`src/rtl/cast5_pkg.sv`:
```
// Shared constants and FSM encoding for the CAST5 request arbiter.
package cast5_pkg;

    localparam int CAST5_KEY_W   = 128;
    localparam int CAST5_BLK_W   = 64;
    localparam int CAST5_TMO_DEF = 1023;

    localparam logic [2:0] S_IDLE      = 3'd0;
    localparam logic [2:0] S_GRANT     = 3'd1;
    localparam logic [2:0] S_KEY_LOAD  = 3'd2;
    localparam logic [2:0] S_KEY_WAIT  = 3'd3;
    localparam logic [2:0] S_DATA      = 3'd4;
    localparam logic [2:0] S_DATA_WAIT = 3'd5;
    localparam logic [2:0] S_RESP      = 3'd6;

endpackage

```
`src/rtl/cast5_arbiter_if.sv`:
```
// Requester-side request/response bundle for the two CAST5 clients.
interface cast5_arbiter_if;
    import cast5_pkg::*;

    logic                   i_req0_vld;
    logic                   o_req0_rdy;
    logic                   i_req0_flag;
    logic [CAST5_KEY_W-1:0] i_req0_key;
    logic [CAST5_BLK_W-1:0] i_req0_din;
    logic                   o_resp0_vld;
    logic [CAST5_BLK_W-1:0] o_resp0_dout;
    logic                   o_resp0_err;

    logic                   i_req1_vld;
    logic                   o_req1_rdy;
    logic                   i_req1_flag;
    logic [CAST5_KEY_W-1:0] i_req1_key;
    logic [CAST5_BLK_W-1:0] i_req1_din;
    logic                   o_resp1_vld;
    logic [CAST5_BLK_W-1:0] o_resp1_dout;
    logic                   o_resp1_err;

    modport master (
        output i_req0_vld, i_req0_flag, i_req0_key, i_req0_din,
        output i_req1_vld, i_req1_flag, i_req1_key, i_req1_din,
        input  o_req0_rdy, o_resp0_vld, o_resp0_dout, o_resp0_err,
        input  o_req1_rdy, o_resp1_vld, o_resp1_dout, o_resp1_err
    );

    modport slave (
        input  i_req0_vld, i_req0_flag, i_req0_key, i_req0_din,
        input  i_req1_vld, i_req1_flag, i_req1_key, i_req1_din,
        output o_req0_rdy, o_resp0_vld, o_resp0_dout, o_resp0_err,
        output o_req1_rdy, o_resp1_vld, o_resp1_dout, o_resp1_err
    );

endinterface

```
`src/rtl/cast5_rr_arb2.sv`:
```
// Two-input round-robin arbiter; favours the input not served last.
module cast5_rr_arb2 (
    input  logic       i_clk,
    input  logic       i_rst_n,
    input  logic [1:0] req_i,
    input  logic       adv_i,
    output logic [1:0] gnt_o
);

    // last_q = 1 makes requester 0 the first winner after reset
    logic last_q;

    always_comb begin
        gnt_o = req_i;
        if (req_i == 2'b11)
            gnt_o = last_q ? 2'b01 : 2'b10;
    end

    always_ff @(posedge i_clk or negedge i_rst_n) begin
        if (!i_rst_n)
            last_q <= 1'b1;
        else if (adv_i && |req_i)
            last_q <= gnt_o[1];
    end

endmodule

```
`src/rtl/cast5_arbiter.sv`:
```
// Two-requester front end for a shared CAST5 core.
// Optional key cache: define CAST5_ARB_KEY_CACHE_EN.
module cast5_arbiter
    import cast5_pkg::*;
#(
    parameter int TMO_CYCLES = CAST5_TMO_DEF
) (
    input  logic                   i_clk,
    input  logic                   i_rst_n,
    cast5_arbiter_if.slave         bus,
    output logic                   o_core_key_en,
    output logic [CAST5_KEY_W-1:0] o_core_key,
    output logic                   o_core_flag,
    output logic                   o_core_din_en,
    output logic [CAST5_BLK_W-1:0] o_core_din,
    input  logic                   i_core_key_ok,
    input  logic [CAST5_BLK_W-1:0] i_core_dout,
    input  logic                   i_core_dout_en,
    output logic                   o_busy
);

    localparam int CW = $clog2(TMO_CYCLES + 1);

    logic [2:0]             state_q, state_d;
    logic [1:0]             gnt_q;
    logic [1:0]             gnt;
    logic [1:0]             req;
    logic [CW-1:0]          cnt_q, cnt_d;
    logic                   flag_q;
    logic [CAST5_BLK_W-1:0] din_q;
    logic [CAST5_KEY_W-1:0] ckey_q;
    logic [CAST5_BLK_W-1:0] cdin_q;
    logic                   cflag_q;
    logic [CAST5_BLK_W-1:0] resp_q;
    logic                   err_q;

    logic                   sel_flag;
    logic [CAST5_KEY_W-1:0] sel_key;
    logic [CAST5_BLK_W-1:0] sel_din;
    logic                   reload;
    logic                   tmo;
    logic                   key_go;
    logic                   good;
    logic                   abort;

    assign req = {bus.i_req1_vld, bus.i_req0_vld};

    cast5_rr_arb2 u_rr (
        .i_clk   (i_clk),
        .i_rst_n (i_rst_n),
        .req_i   (req),
        .adv_i   (state_q == S_IDLE),
        .gnt_o   (gnt)
    );

    assign sel_flag = gnt_q[1] ? bus.i_req1_flag : bus.i_req0_flag;
    assign sel_key  = gnt_q[1] ? bus.i_req1_key  : bus.i_req0_key;
    assign sel_din  = gnt_q[1] ? bus.i_req1_din  : bus.i_req0_din;

    assign tmo    = (cnt_q == CW'(TMO_CYCLES));
    // key_ok is stale in the first KEY_WAIT cycle, which is cnt_q == 0
    assign key_go = i_core_key_ok && (cnt_q != '0);
    assign good   = (state_q == S_DATA_WAIT) && i_core_dout_en;
    assign abort  = (state_d == S_RESP) && !good;

`ifdef CAST5_ARB_KEY_CACHE_EN
    logic [CAST5_KEY_W-1:0] cache_q;
    logic                   tag_q;

    assign reload = !tag_q || (sel_key != cache_q);

    always_ff @(posedge i_clk or negedge i_rst_n) begin
        if (!i_rst_n) begin
            cache_q <= '0;
            tag_q   <= 1'b0;
        end else if (state_q == S_KEY_WAIT && key_go) begin
            cache_q <= ckey_q;
            tag_q   <= 1'b1;
        end else if (abort) begin
            tag_q   <= 1'b0;
        end else if (state_q == S_GRANT && reload) begin
            tag_q   <= 1'b0;
        end
    end
`else
    assign reload = 1'b1;
`endif

    always_comb begin
        state_d = state_q;
        cnt_d   = cnt_q;
        unique case (state_q)
            S_IDLE: begin
                if (|req)
                    state_d = S_GRANT;
            end
            S_GRANT: begin
                state_d = reload ? S_KEY_LOAD : S_DATA;
            end
            S_KEY_LOAD: begin
                state_d = S_KEY_WAIT;
                cnt_d   = '0;
            end
            S_KEY_WAIT: begin
                if (key_go)
                    state_d = S_DATA;
                else if (tmo)
                    state_d = S_RESP;
                else
                    cnt_d = cnt_q + CW'(1);
            end
            S_DATA: begin
                state_d = S_DATA_WAIT;
                cnt_d   = '0;
            end
            S_DATA_WAIT: begin
                if (i_core_dout_en || tmo)
                    state_d = S_RESP;
                else
                    cnt_d = cnt_q + CW'(1);
            end
            S_RESP: begin
                state_d = S_IDLE;
            end
            default: begin
                state_d = S_IDLE;
            end
        endcase
    end

    always_ff @(posedge i_clk or negedge i_rst_n) begin
        if (!i_rst_n) begin
            state_q <= S_IDLE;
            gnt_q   <= '0;
            cnt_q   <= '0;
            flag_q  <= 1'b0;
            din_q   <= '0;
            ckey_q  <= '0;
            cdin_q  <= '0;
            cflag_q <= 1'b0;
            resp_q  <= '0;
            err_q   <= 1'b0;
        end else begin
            state_q <= state_d;
            cnt_q   <= cnt_d;
            if (state_q == S_IDLE && |req)
                gnt_q <= gnt;
            if (state_q == S_GRANT) begin
                flag_q <= sel_flag;
                din_q  <= sel_din;
                if (reload)
                    ckey_q <= sel_key;
            end
            // core-facing data only moves on entry to DATA
            if (state_q == S_GRANT && !reload) begin
                cdin_q  <= sel_din;
                cflag_q <= sel_flag;
            end else if (state_q == S_KEY_WAIT && key_go) begin
                cdin_q  <= din_q;
                cflag_q <= flag_q;
            end
            if (good) begin
                resp_q <= i_core_dout;
                err_q  <= 1'b0;
            end else if (abort) begin
                resp_q <= '0;
                err_q  <= 1'b1;
            end
        end
    end

    assign bus.o_req0_rdy   = (state_q == S_GRANT) && gnt_q[0];
    assign bus.o_req1_rdy   = (state_q == S_GRANT) && gnt_q[1];
    assign bus.o_resp0_vld  = (state_q == S_RESP) && gnt_q[0];
    assign bus.o_resp1_vld  = (state_q == S_RESP) && gnt_q[1];
    assign bus.o_resp0_dout = resp_q;
    assign bus.o_resp1_dout = resp_q;
    assign bus.o_resp0_err  = err_q;
    assign bus.o_resp1_err  = err_q;

    assign o_core_key_en = (state_q == S_KEY_LOAD);
    assign o_core_key    = ckey_q;
    assign o_core_din_en = (state_q == S_DATA);
    assign o_core_din    = cdin_q;
    assign o_core_flag   = cflag_q;
    assign o_busy        = (state_q != S_IDLE);

endmodule

```
`src/flat_wrapper.sv`:
```
// flat-port wrapper written by rule: the top's interface ports become plain ports
module cast5_arbiter_flat import cast5_pkg::*;
#(
    parameter int TMO_CYCLES = CAST5_TMO_DEF
)
  (i_clk, i_rst_n, o_core_key_en, o_core_key, o_core_flag, o_core_din_en, o_core_din, i_core_key_ok, i_core_dout, i_core_dout_en, o_busy, bus_i_req0_vld, bus_i_req0_flag, bus_i_req0_key, bus_i_req0_din, bus_i_req1_vld, bus_i_req1_flag, bus_i_req1_key, bus_i_req1_din, bus_o_req0_rdy, bus_o_resp0_vld, bus_o_resp0_dout, bus_o_resp0_err, bus_o_req1_rdy, bus_o_resp1_vld, bus_o_resp1_dout, bus_o_resp1_err);
  cast5_arbiter_if bus_i ();
  input  logic i_clk;
  input  logic i_rst_n;
  output logic o_core_key_en;
  output logic [CAST5_KEY_W-1:0] o_core_key;
  output logic o_core_flag;
  output logic o_core_din_en;
  output logic [CAST5_BLK_W-1:0] o_core_din;
  input  logic i_core_key_ok;
  input  logic [CAST5_BLK_W-1:0] i_core_dout;
  input  logic i_core_dout_en;
  output logic o_busy;
  input wire logic [$bits(bus_i.i_req0_vld)-1:0] bus_i_req0_vld;
  input wire logic [$bits(bus_i.i_req0_flag)-1:0] bus_i_req0_flag;
  input wire logic [$bits(bus_i.i_req0_key)-1:0] bus_i_req0_key;
  input wire logic [$bits(bus_i.i_req0_din)-1:0] bus_i_req0_din;
  input wire logic [$bits(bus_i.i_req1_vld)-1:0] bus_i_req1_vld;
  input wire logic [$bits(bus_i.i_req1_flag)-1:0] bus_i_req1_flag;
  input wire logic [$bits(bus_i.i_req1_key)-1:0] bus_i_req1_key;
  input wire logic [$bits(bus_i.i_req1_din)-1:0] bus_i_req1_din;
  output wire logic [$bits(bus_i.o_req0_rdy)-1:0] bus_o_req0_rdy;
  output wire logic [$bits(bus_i.o_resp0_vld)-1:0] bus_o_resp0_vld;
  output wire logic [$bits(bus_i.o_resp0_dout)-1:0] bus_o_resp0_dout;
  output wire logic [$bits(bus_i.o_resp0_err)-1:0] bus_o_resp0_err;
  output wire logic [$bits(bus_i.o_req1_rdy)-1:0] bus_o_req1_rdy;
  output wire logic [$bits(bus_i.o_resp1_vld)-1:0] bus_o_resp1_vld;
  output wire logic [$bits(bus_i.o_resp1_dout)-1:0] bus_o_resp1_dout;
  output wire logic [$bits(bus_i.o_resp1_err)-1:0] bus_o_resp1_err;
  assign bus_i.i_req0_vld = bus_i_req0_vld;
  assign bus_i.i_req0_flag = bus_i_req0_flag;
  assign bus_i.i_req0_key = bus_i_req0_key;
  assign bus_i.i_req0_din = bus_i_req0_din;
  assign bus_i.i_req1_vld = bus_i_req1_vld;
  assign bus_i.i_req1_flag = bus_i_req1_flag;
  assign bus_i.i_req1_key = bus_i_req1_key;
  assign bus_i.i_req1_din = bus_i_req1_din;
  assign bus_o_req0_rdy = bus_i.o_req0_rdy;
  assign bus_o_resp0_vld = bus_i.o_resp0_vld;
  assign bus_o_resp0_dout = bus_i.o_resp0_dout;
  assign bus_o_resp0_err = bus_i.o_resp0_err;
  assign bus_o_req1_rdy = bus_i.o_req1_rdy;
  assign bus_o_resp1_vld = bus_i.o_resp1_vld;
  assign bus_o_resp1_dout = bus_i.o_resp1_dout;
  assign bus_o_resp1_err = bus_i.o_resp1_err;
  cast5_arbiter #(.TMO_CYCLES(TMO_CYCLES)) u_core (.i_clk(i_clk), .i_rst_n(i_rst_n), .bus(bus_i), .o_core_key_en(o_core_key_en), .o_core_key(o_core_key), .o_core_flag(o_core_flag), .o_core_din_en(o_core_din_en), .o_core_din(o_core_din), .i_core_key_ok(i_core_key_ok), .i_core_dout(i_core_dout), .i_core_dout_en(i_core_dout_en), .o_busy(o_busy));
endmodule
```
`config.mk`:
```
export PLATFORM = sky130hd
export DESIGN_NAME = cast5_arbiter_flat
export DESIGN_NICKNAME = d
export VERILOG_FILES = /design/src/rtl/cast5_pkg.sv /design/src/rtl/cast5_arbiter_if.sv /design/src/rtl/cast5_rr_arb2.sv /design/src/rtl/cast5_arbiter.sv /design/src/flat_wrapper.sv
export SDC_FILE = /design/constraint.sdc
export NUM_CORES = 1
export LEC_CHECK = 0
export ABC_AREA = 1
export BUFFER_PORTS_ARGS = -buffer_cell sky130_fd_sc_hd__buf_2
export CAP_MARGIN = 20
export CORE_AREA = 2 2 302 304
export DETAILED_ROUTE_END_ITERATION = 10
export DIE_AREA = 0 0 304 306
export MAX_ROUTING_LAYER = met4
export SLEW_MARGIN = 20
export SYNTH_ARGS = -nofsm -noshare
export SYNTH_HDL_FRONTEND = slang
export SYNTH_HIERARCHICAL = 1
export SYNTH_SLANG_ARGS = --single-unit
```
`constraint.sdc`:
```
create_clock -name i_clk -period 3.45 [get_ports i_clk]
set_input_delay 0.345 -clock i_clk [delete_from_list [all_inputs] [get_ports i_clk]]
set_output_delay 0.345 -clock i_clk [all_outputs]
set_load 0.03 [all_outputs]
```
# == After elaboration in Yosys (flattened, before gate mapping) ==
# Cells that the tools add are included.
# word_totals
mem_count,0
mem_bits_ro,0
ram_bits,0
latch_bits,0
input_bits,456
output_inout_bits,330
reg_bits,339
# classes
muxes,18
eq_ne,12
n_reduce_logical,19
add_sub_neg,1
multipliers,0
bitwise,0
n_shift,0
order_cmp,0
n_div,0
# op_table
cell,count
$mux 64,3
$mux 128,1
$mux 10,3
$pmux 10 s3,1
$pmux 3 s6,1
$eq 3x3->1 const B,4
$mux 3,4
$add 10x1->10 const B,1
$eq 10x10->1 const B,1
$reduce_bool 10->1,1
$logic_and 1x1->1,9
$eq 3x2->1 const B,2
$ne 2x2->1 const B,3
$reduce_bool 3->1,2
$mux 2,2
$reduce_and 4->1,1
$reduce_or 2->1,2
$eq 3x1->1 const B,1
$logic_not 3->1,1
$mux 1,3
$eq 2x2->1 const B,1
$reduce_bool 2->1,1
$logic_not 1->1,1
$logic_or 1x1->1,1

# == Longest topological paths before layout ==
# Gate-level depths: netlist of run 1.
# logic_depth
ltp_word,8
ltp_mapped,13
ltp_nobuf,11

# == By module ==
# Netlist of run 1, hierarchy kept.
# by_module_without_submodules
mod,instances,seq_area_each_um2,area_per_inst_um2,cells_each
cast5_arbiter,1,8458.1,15549.9,1816
cast5_rr_arb2,1,26.3,61.3,8

# == Worst setup path before layout of run 1 ==
# No wires, ideal clock.
# synth_timing
path_type,register to register
from,reg u_core.state_q[2]
to,reg u_core.resp_q[13] (netlist: u_core/bus.o_resp0_dout[13])
stages_incl_launch_ff,12
arrival_ns,1.675
required_ns,3.385
setup_slack_ns,1.710
period_less_slack_ns,1.740
cell_sequence,dfrtp_1 -> nor2_2 -> nand2_1 -> nor2_2 -> nor2_1 -> nand2_2 -> inv_2 -> nand4_4 -> buf_12 -> buf_12 -> nand2_4 -> nand2_2
# synth_via
elab_chain_cells,6
word_cells_on_any_way,17
cone_classes,eq/ne: 6; mux: 6; reduce/logical: 5
# synth_rtl
element,line,text
start: declaration,cast5_arbiter.sv:24,"logic [2:0] state_q, state_d;"
start signal: assignment,cast5_arbiter.sv:144,state_q <= state_d;
$mux 3,cast5_arbiter.sv:107,else if (tmo)
$mux 3,cast5_arbiter.sv:105,if (key_go)
$pmux 3 s6,cast5_arbiter.sv:92,unique case (state_q)
$eq 3x3->1,cast5_arbiter.sv:64,assign abort = (state_d == S_RESP) && !good;
$logic_and 1x1->1,cast5_arbiter.sv:64,
$reduce_bool 2->1 (no source line),-,
end signal: assignment,cast5_arbiter.sv:163,resp_q <= i_core_dout;
end: declaration,cast5_arbiter.sv:34,logic [CAST5_BLK_W-1:0] resp_q;
# Parallel ways exist; a longest one is shown, timed or not.
# A chain may end at the register's enable or synchronous reset.

# == Worst setup path in the final report of run 1 ==
# layout_timing
from,reg u_core.cnt_q[0]
to,reg u_core.resp_q[24] (netlist: u_core/bus.o_resp0_dout[24])
# layout_via
elab_chain_cells,7
word_cells_on_any_way,11
cone_classes,eq/ne: 2; mux: 4; reduce/logical: 5
# layout_rtl
element,line,text
start: declaration,cast5_arbiter.sv:28,"logic [CW-1:0] cnt_q, cnt_d;"
start signal: assignment,cast5_arbiter.sv:145,cnt_q <= cnt_d;
$eq 10x10->1 / $reduce_bool 10->1 (equally long branches),"cast5_arbiter.sv:60, cast5_arbiter.sv:62",
"$mux 3, or another cell as far along",cast5_arbiter.sv:107,
$mux 3 (on tied branches),"cast5_arbiter.sv:105, cast5_arbiter.sv:117",
$pmux 3 s6 *,cast5_arbiter.sv:92,
$eq 3x3->1 *,cast5_arbiter.sv:64,
$logic_and 1x1->1 *,cast5_arbiter.sv:64,
$reduce_bool 2->1 (no source line) *,-,
# Every way passes the cells marked *; elsewhere a longest branch is shown, timed or not.

==> flow_summary.toml, run 1 <==
[route]
wire_per_inst_um = 18.03
antenna_left = 0
wl_um = 71430
drt_iter0_drc = 1115
drt-pass1-iter-count = 5
vias = 16000
drt-vias-per-instance = 4.039
drc = 0

[global_routing]
antenna_found_initial = 13
grt_max_degree = 104
grtUsageTotal_pct = 15.26
grt_pass1_wl_um = 103600
grt_pass1_vias = 15840
grt_overflow = 0

[clock_tree]
numCtsBuffers = 43
clk_latency_ns = 0.56
cts_root_buffer = "clkbuf_16"
htree_levels = 2
clockBufferDepth = 3
path_clk_slew_ns = 0.06
cts_tree = "done"
cts_resized = 0
cts.sink_count = 339

[placement]
gp_congestion = 0.9094
dp_cells = 3662
port_buffers = 785
post-dp-hpwl_um = 54400

[logic_synthesis]
synth_top_area_share_pct = 54.18
ys_ff_latch = 339
synth_cell_types = 32
yosysSeqAreaShare_pct = 54.35
synth_area_sq_mm = 0.01561
yosys_warnings = 6
synth_commonest_cells = "nand2_1, dfrtp_1, nor2_1, a31oi_1"
synth_enable_flop_cells = 0
syn-num-nets = 2282
synth_ff_type = "dfrtp_1"
synthCells = 1824
yosysTopAreaCell = "dfrtp_1"
yosysMostFrequentCell = "nand2_1"
ys_async_sr_fraction_pct = 100.0
avgSynthCellArea_sq_um = 8.559
ys_top_cells_by_area = "dfrtp_1, nand2_1, a31oi_1, nor2_1, nand2_4"

[power_and_ir_drop]
ir_drop_uv = 595.4
internal_power_uw = 12380
swShare_pct = 49.09
power_density_mw_per_mm2 = 1010
seqPwrFrac_pct = 29.6
switching_power_uw = 11930
clock_power_share_pct = 18.2
p_comb_share_pct = 52.2
leakage_uw = 0.01205

[critical_path]
timing.rr.end = "u_core/bus.o_resp0_dout[24]"
worst_path_max_delay_cell = "nand4_4"
cp-startpoint = "u_core/cnt_q[0]"
crit_chain = "ha_1, inv_2, nor2_4, nand3_1, nand2_1, inv_2, nand2_1, nand4_4, buf_4, nand2_4, nand2_2"
start_kind = "register"
endpoint = "u_core/bus.o_resp0_dout[24]"
ff2ff_setup_slack_ns = 0.63
worstSetupPathType = "register to register"
cp_top_family = "simple AND/OR/NAND/NOR gates"
path_buf_inv = 3
worstSetupEndpointType = "register"
r2r-start = "u_core/cnt_q[0]"
worstSetupPathDepth = 11
reg2reg_depth = 11
critPathMaxStageDelay_ns = 0.78
worstPathArrival_ns = 3.28
path_max_fanout = 39
required_ns = 3.91

[die]
ioPinCount = 786
dieArea_sq_mm = 0.09302
num_rows = 110
die_w_um = 304
die_h_um = 306
coreArea_sq_mm = 0.08960
start_util_pct = 17.42

[sta]
layout_min_cycle_time_ns = 2.823
tightest_slew_ns = 1.042
setup_violations = 0
max_freq_mhz = 354.3
setup_tns_ns = 0
finalHoldViolCount = 0
drv_slew = 0
relSlewSlack_pct = 30.55
rsz0062_at_grt = "false"
finClkSkew_ns = 0.01053
finalCritPeriodShare_pct = 81.81
holdWs_ns = 0.04358

[status]
status = "finished, final reports clean"

[final_layout]
nNetsFinal = 3201
drive_gt1_share_pct = 37.31
fin_cells = 3961
area_growth_pct = 54.15

[worst_hold_path]
hold_class = "input pin to register"

[job]
drv_cap = 0
## worst min-delay path by stage
stage                        from                         end  slack [ns]  cells after the start
2_1_floorplan             i_rst_n  u_core/bus.o_resp0_dout[0]        0.05                      0
3_3_place_gp      u_core/din_q[9]        u_core/o_core_din[9]        0.45                      2
3_5_place_dp              i_rst_n            u_core/din_q[19]        0.45                      1
4_1_cts        bus_i_req0_key[27]       u_core/o_core_key[27]     0.00002                      3
5_1_grt        bus_i_req1_key[16]       u_core/o_core_key[16]       0.009                      3
6_report        bus_i_req0_din[2]             u_core/din_q[2]        0.04                      3
## tightest hold or removal path: stages
cell     delay [ns]
buf_2          0.10
nand2_1        0.05
a31oi_1        0.07
## metrics by stage
stage,total power [uW],util (%),setup WS (ns),cell area (sq um)
2_1_floorplan,15030,-,1.710,15610
3_3_place_gp,19260,22.92,0.6906,20530
3_5_place_dp,19380,22.92,0.6326,20530
4_1_cts,24620,26.83,0.6354,24040
5_1_grt,25870,26.86,0.3915,24060
6_report,24310,26.86,0.6274,24060
## layer usage
| layer | wire, um | vias up | global-route usage [%] |
|---|---|---|---|
| met4 | 2950 | 0 | 6.699 |
| met3 | 4671 | 119 | 3.180 |
| li1 | - | 7649 | - |
| met1 | 29330 | 7502 | 18.05 |
| met5 | 0 | - | - |
| met2 | 34480 | 728 | 25.06 |
## sequential cells by signal, indices dropped and copies added, names as in the netlist
register / flops
u_core/flag_q: 1
u_core/bus.o_resp0_dout: 64
u_core/o_core_key: 128
u_core/o_core_din: 64
u_core/u_rr/last_q: 1
u_core/o_core_flag: 1
u_core/bus.o_resp0_err: 1
u_core/state_q: 3
u_core/cnt_q: 10
u_core/din_q: 64
u_core/gnt_q: 2
## final cells by class
cell class,count,area [sq um]
Sequential cell,339,8488
Timing Repair Buffer,1052,6599
Inverter,30,128.9
Clock buffer,63,1294
Tap cell,1176,1471
Multi-Input combinational cell,1277,5969
Antenna cell,11,27.53
Fill cell,9606,65530
Clock inverter,13,86.33
## power groups by stage
stage	combinational (uW)	clock (uW)	sequential, uW
after floorplan	5450	0	9570
after global placement	12000	0	7210
after detailed placement	12100	0	7270
after CTS	12800	4580	7220
after global routing	13700	4740	7460
final	12700	4410	7210
## kinds of logic (layout without fill, tap and decap cells)
| logic type | count (synthesis) | after routing | synth area share (%) |
|---|---|---|---|
| simple gates | 1064 | 1064 | 29.61 |
| flops | 339 | 339 | 54.35 |
| compound gates | 209 | 209 | 8.279 |
| buf+inv | 208 | 1158 | 7.494 |
| fa+ha+maj | 2 | 2 | 0.1603 |
| xor+xnor | 2 | 2 | 0.1122 |
| other cells | 0 | 11 | 0 |
## cell usage in the layout, fill, tap and decap left out, types with 5 or more instances in the layout
| cell type | count |
|---|---|
| buf_2 | 784 |
| nand2_1 | 713 |
| dfrtp_1 | 337 |
| dlygate4sd3_1 | 212 |
| nor2_1 | 210 |
| a31oi_1 | 193 |
| nand2_2 | 53 |
| nand2_4 | 50 |
| clkbuf_16 | 45 |
| buf_4 | 45 |
| inv_1 | 20 |
| nand3_1 | 16 |
| diode_2 | 11 |
| clkbuf_8 | 10 |
| buf_12 | 10 |
| o21ai_0 | 9 |
| clkbuf_1 | 8 |
| clkinv_2 | 8 |
| inv_2 | 6 |
| nand4_1 | 5 |
## what timing repair did
item | in CTS | in global routing
buffers inserted | 0 | 0
hold buffers | 212 | 0
endpoints found under the hold margin | 242 | 0
Note: power is estimated with default switching activity, not from simulation.
==> inputs of run 2 (changes only) <==
ABC_AREA = 0   (was 1)
CORE_AREA = 2 2 304 306   (was 2 2 302 304)
DIE_AREA = 0 0 306 308   (was 0 0 304 306)
clock period = 2.82 ns   (was 3.45 ns; I/O delays follow)
==> run 2 against run 1 <==
Effect of this change:
- the run now ends with DRC left
- flip-flop and latch count unchanged
- synthesized cell count down 29%
- register-to-register slack worse by 0.47 ns
- setup slack worse by 0.47 ns
- fmax up 5.9%
- global-route usage down 3.1 points
- clock-buffer cell count down 9
- wire length down 17%
- critical path type unchanged
- critical endpoint is now u_core/bus.o_resp0_dout[20]
- largest cell class unchanged
- highest routed layer unchanged
==> flow_summary.toml, run 2 <==
[power_and_ir_drop]
swShare_pct = 44.54
clock_power_share_pct = 21.1
power_density_mw_per_mm2 = 1172
ir_drop_uv = 495.3
power_uw = 27850
p_comb_share_pct = 49.0
seqPwrFrac_pct = 29.9
leakage_uw = 0.01131
internal_power_uw = 15440
switching_power_uw = 12400

[critical_path]
start_kind = "register"
cp_common_cell = "buf_12"
ff2ff_setup_slack_ns = 0.15
critPathMaxStageDelay_ns = 0.46
worstPathArrival_ns = 3.16
path_max_fanout = 38
required_ns = 3.31
crit_chain = "inv_1, ha_1, or4b_1, or3_1, and3b_4, o31ai_4, buf_12, buf_12, a22o_1"
path_buf_inv = 3
worstSetupPathType = "register to register"
cp_top_family = "simple AND/OR/NAND/NOR gates"
worst_path_max_delay_cell = "or4b_1"
worstSetupEndpointType = "register"

[global_routing]
antenna_found_initial = 5
grtUsageTotal_pct = 12.18
grt_use_met1_pct = 13.94
grt_max_degree = 118
grt-busiest-layer = "met2"
grt_pass1_wl_um = 84240
grt_pass1_vias = 13560
grt_use_met2_pct = 19.98
use_met3_pct = 2.707
grt_overflow = 0

[logic_synthesis]
synthCells = 1296
yosysTopAreaCell = "dfrtp_1"
yosysSeqAreaShare_pct = 57.14
synth_ff_type = "dfrtp_1"
synth_enable_flop_cells = 0
synth_cell_types = 39
synth_area_sq_mm = 0.01485
syn-num-nets = 1754
yosys_warnings = 6
synth_commonest_cells = "dfrtp_1, a21oi_1, nor2_1, mux2i_1, clkbuf_1"
ys_top_cells_by_area = "dfrtp_1, mux2i_1, a21oi_1, nor2_1, mux2_2"
ys_ff_latch = 339
yosysMostFrequentCell = "dfrtp_1"
avgSynthCellArea_sq_um = 11.46
synth_top_area_share_pct = 56.96
ys_async_sr_fraction_pct = 100.0

[die]
die_w_um = 306
num_rows = 111
dieArea_sq_mm = 0.09425
start_util_pct = 16.32
coreArea_sq_mm = 0.09097
die_h_um = 308
ioPinCount = 786

[status]
violations = "DRC"
status = "finished with violations"

[final_layout]
area_growth_pct = 60.00
final_core_util_pct = 26.12
final_cell_mix = "buf_2, dfrtp_1, dlygate4sd3_1"
drive_gt1_share_pct = 42.68
nNetsFinal = 2706
layout_commonest_cell = "buf_2"
largest_reg_flops = 128

[placement]
place_ws_ns = 0.1439
post-dp-hpwl_um = 44540
gp_congestion = 0.8536
port_buffers = 785

[clock_tree]
htree_levels = 2
cts_tree = "done"
clk_latency_ns = 0.57
cts_root_buffer = "clkbuf_16"
path_clk_slew_ns = 0.06
clockBufferDepth = 3
cts.sink_count = 339
post_cts_buffers = 0
numCtsBuffers = 41

[route]
wire_per_inst_um = 17.09
drt_iter0_drc = 820
drt-pass1-iter-count = 11
wl_um = 59330
antenna_left = 0
drt-vias-per-instance = 3.919
vias = 13600
drc = 4

[sta]
drv_slew = 0
holdWs_ns = 0.04318
setup_violations = 0
finClkSkew_ns = 0.02308
fin_ws_ns = 0.1542
relSlewSlack_pct = 41.31
layout_min_cycle_time_ns = 2.666
rsz0062_at_grt = "false"
finalCritPeriodShare_pct = 94.53
setup_tns_ns = 0
max_freq_mhz = 375.1
tightest_slew_ns = 0.8804
finalHoldViolCount = 0

[job]
drv_cap = 0

[worst_hold_path]
hold_class = "input pin to register"
-- run 2: metrics by stage --
stage          cell area (sq um)  instances
2_1_floorplan              14850       1296
3_5_place_dp               19870       3154
3_3_place_gp               19870       3154
6_report                   23760       3471
4_1_cts                    23740       3466
5_1_grt                    23760       3471
-- run 2: worst register-to-register path: stages, from the launching register on --
cell	delay, ns
dfrtp_1	0.39
inv_1	0.09
ha_1	0.14
or4b_1	0.46
or3_1	0.40
and3b_4	0.22
o31ai_4	0.25
buf_12	0.19
buf_12	0.22
a22o_1	0.21
-- run 2: power by group through the flow --
stage	combinational (uW)	clock (uW)	sequential, uW
finish	13600	5870	8330
global route	14600	6310	8600
detailed placement	13100	0	8390
global placement	13000	0	8370
CTS	13800	6090	8350
floorplan	5980	0	11200
-- run 2: per-layer routing --
layer	wire length, um	part of all wire (%)
met1	23820	40
met2	28590	48
met3	3819	6.4
met4	3098	5.2
met5	0	0
-- run 2: layout make-up --
class                   instances  area, sq um
fillers                      9553        67210
inverters                       8        30.03
diodes                          5        12.51
clock buffers                  54         1155
multi-input cells             794         5469
repair buffers               1064         6777
well taps                    1186         1484
flip-flops and latches        339         8488
clock inverters                21        344.1
-- run 2: cell families after synthesis --
| kind of cell | after synthesis | synth area share, % |
|---|---|---|
| multiplexers | 261 | 18.16 |
| buffers and inverters | 163 | 6.261 |
| flip-flops | 339 | 57.14 |
| AO/OA/AOI/OAI | 287 | 11.48 |
| adder cells (fa/ha/maj) | 2 | 0.1685 |
| XOR/XNOR | 1 | 0.05899 |
| AND/OR/NAND/NOR | 243 | 6.732 |
-- run 2: worst paths after layout --
check / end / from / depth (start not counted)
worst min register to register: u_core/o_core_din[3] / u_core/din_q[3] / 1
worst max-delay path: u_core/bus.o_resp0_dout[20] / u_core/cnt_q[0] / 9
worst min-delay path: u_core/o_core_key[81] / bus_i_req1_key[81] / 3
min in group asynchronous: u_core/bus.o_resp0_dout[29] / i_rst_n / 2
worst max register to register: u_core/bus.o_resp0_dout[20] / u_core/cnt_q[0] / 9
max in group asynchronous: u_core/o_core_din[13] / i_rst_n / 3
-- run 2: what timing repair did --
action	in CTS	in global routing
hold buffers	237	0
hold endpoints to repair	226	0
setup endpoints to repair	0	29
resized for setup	0	1
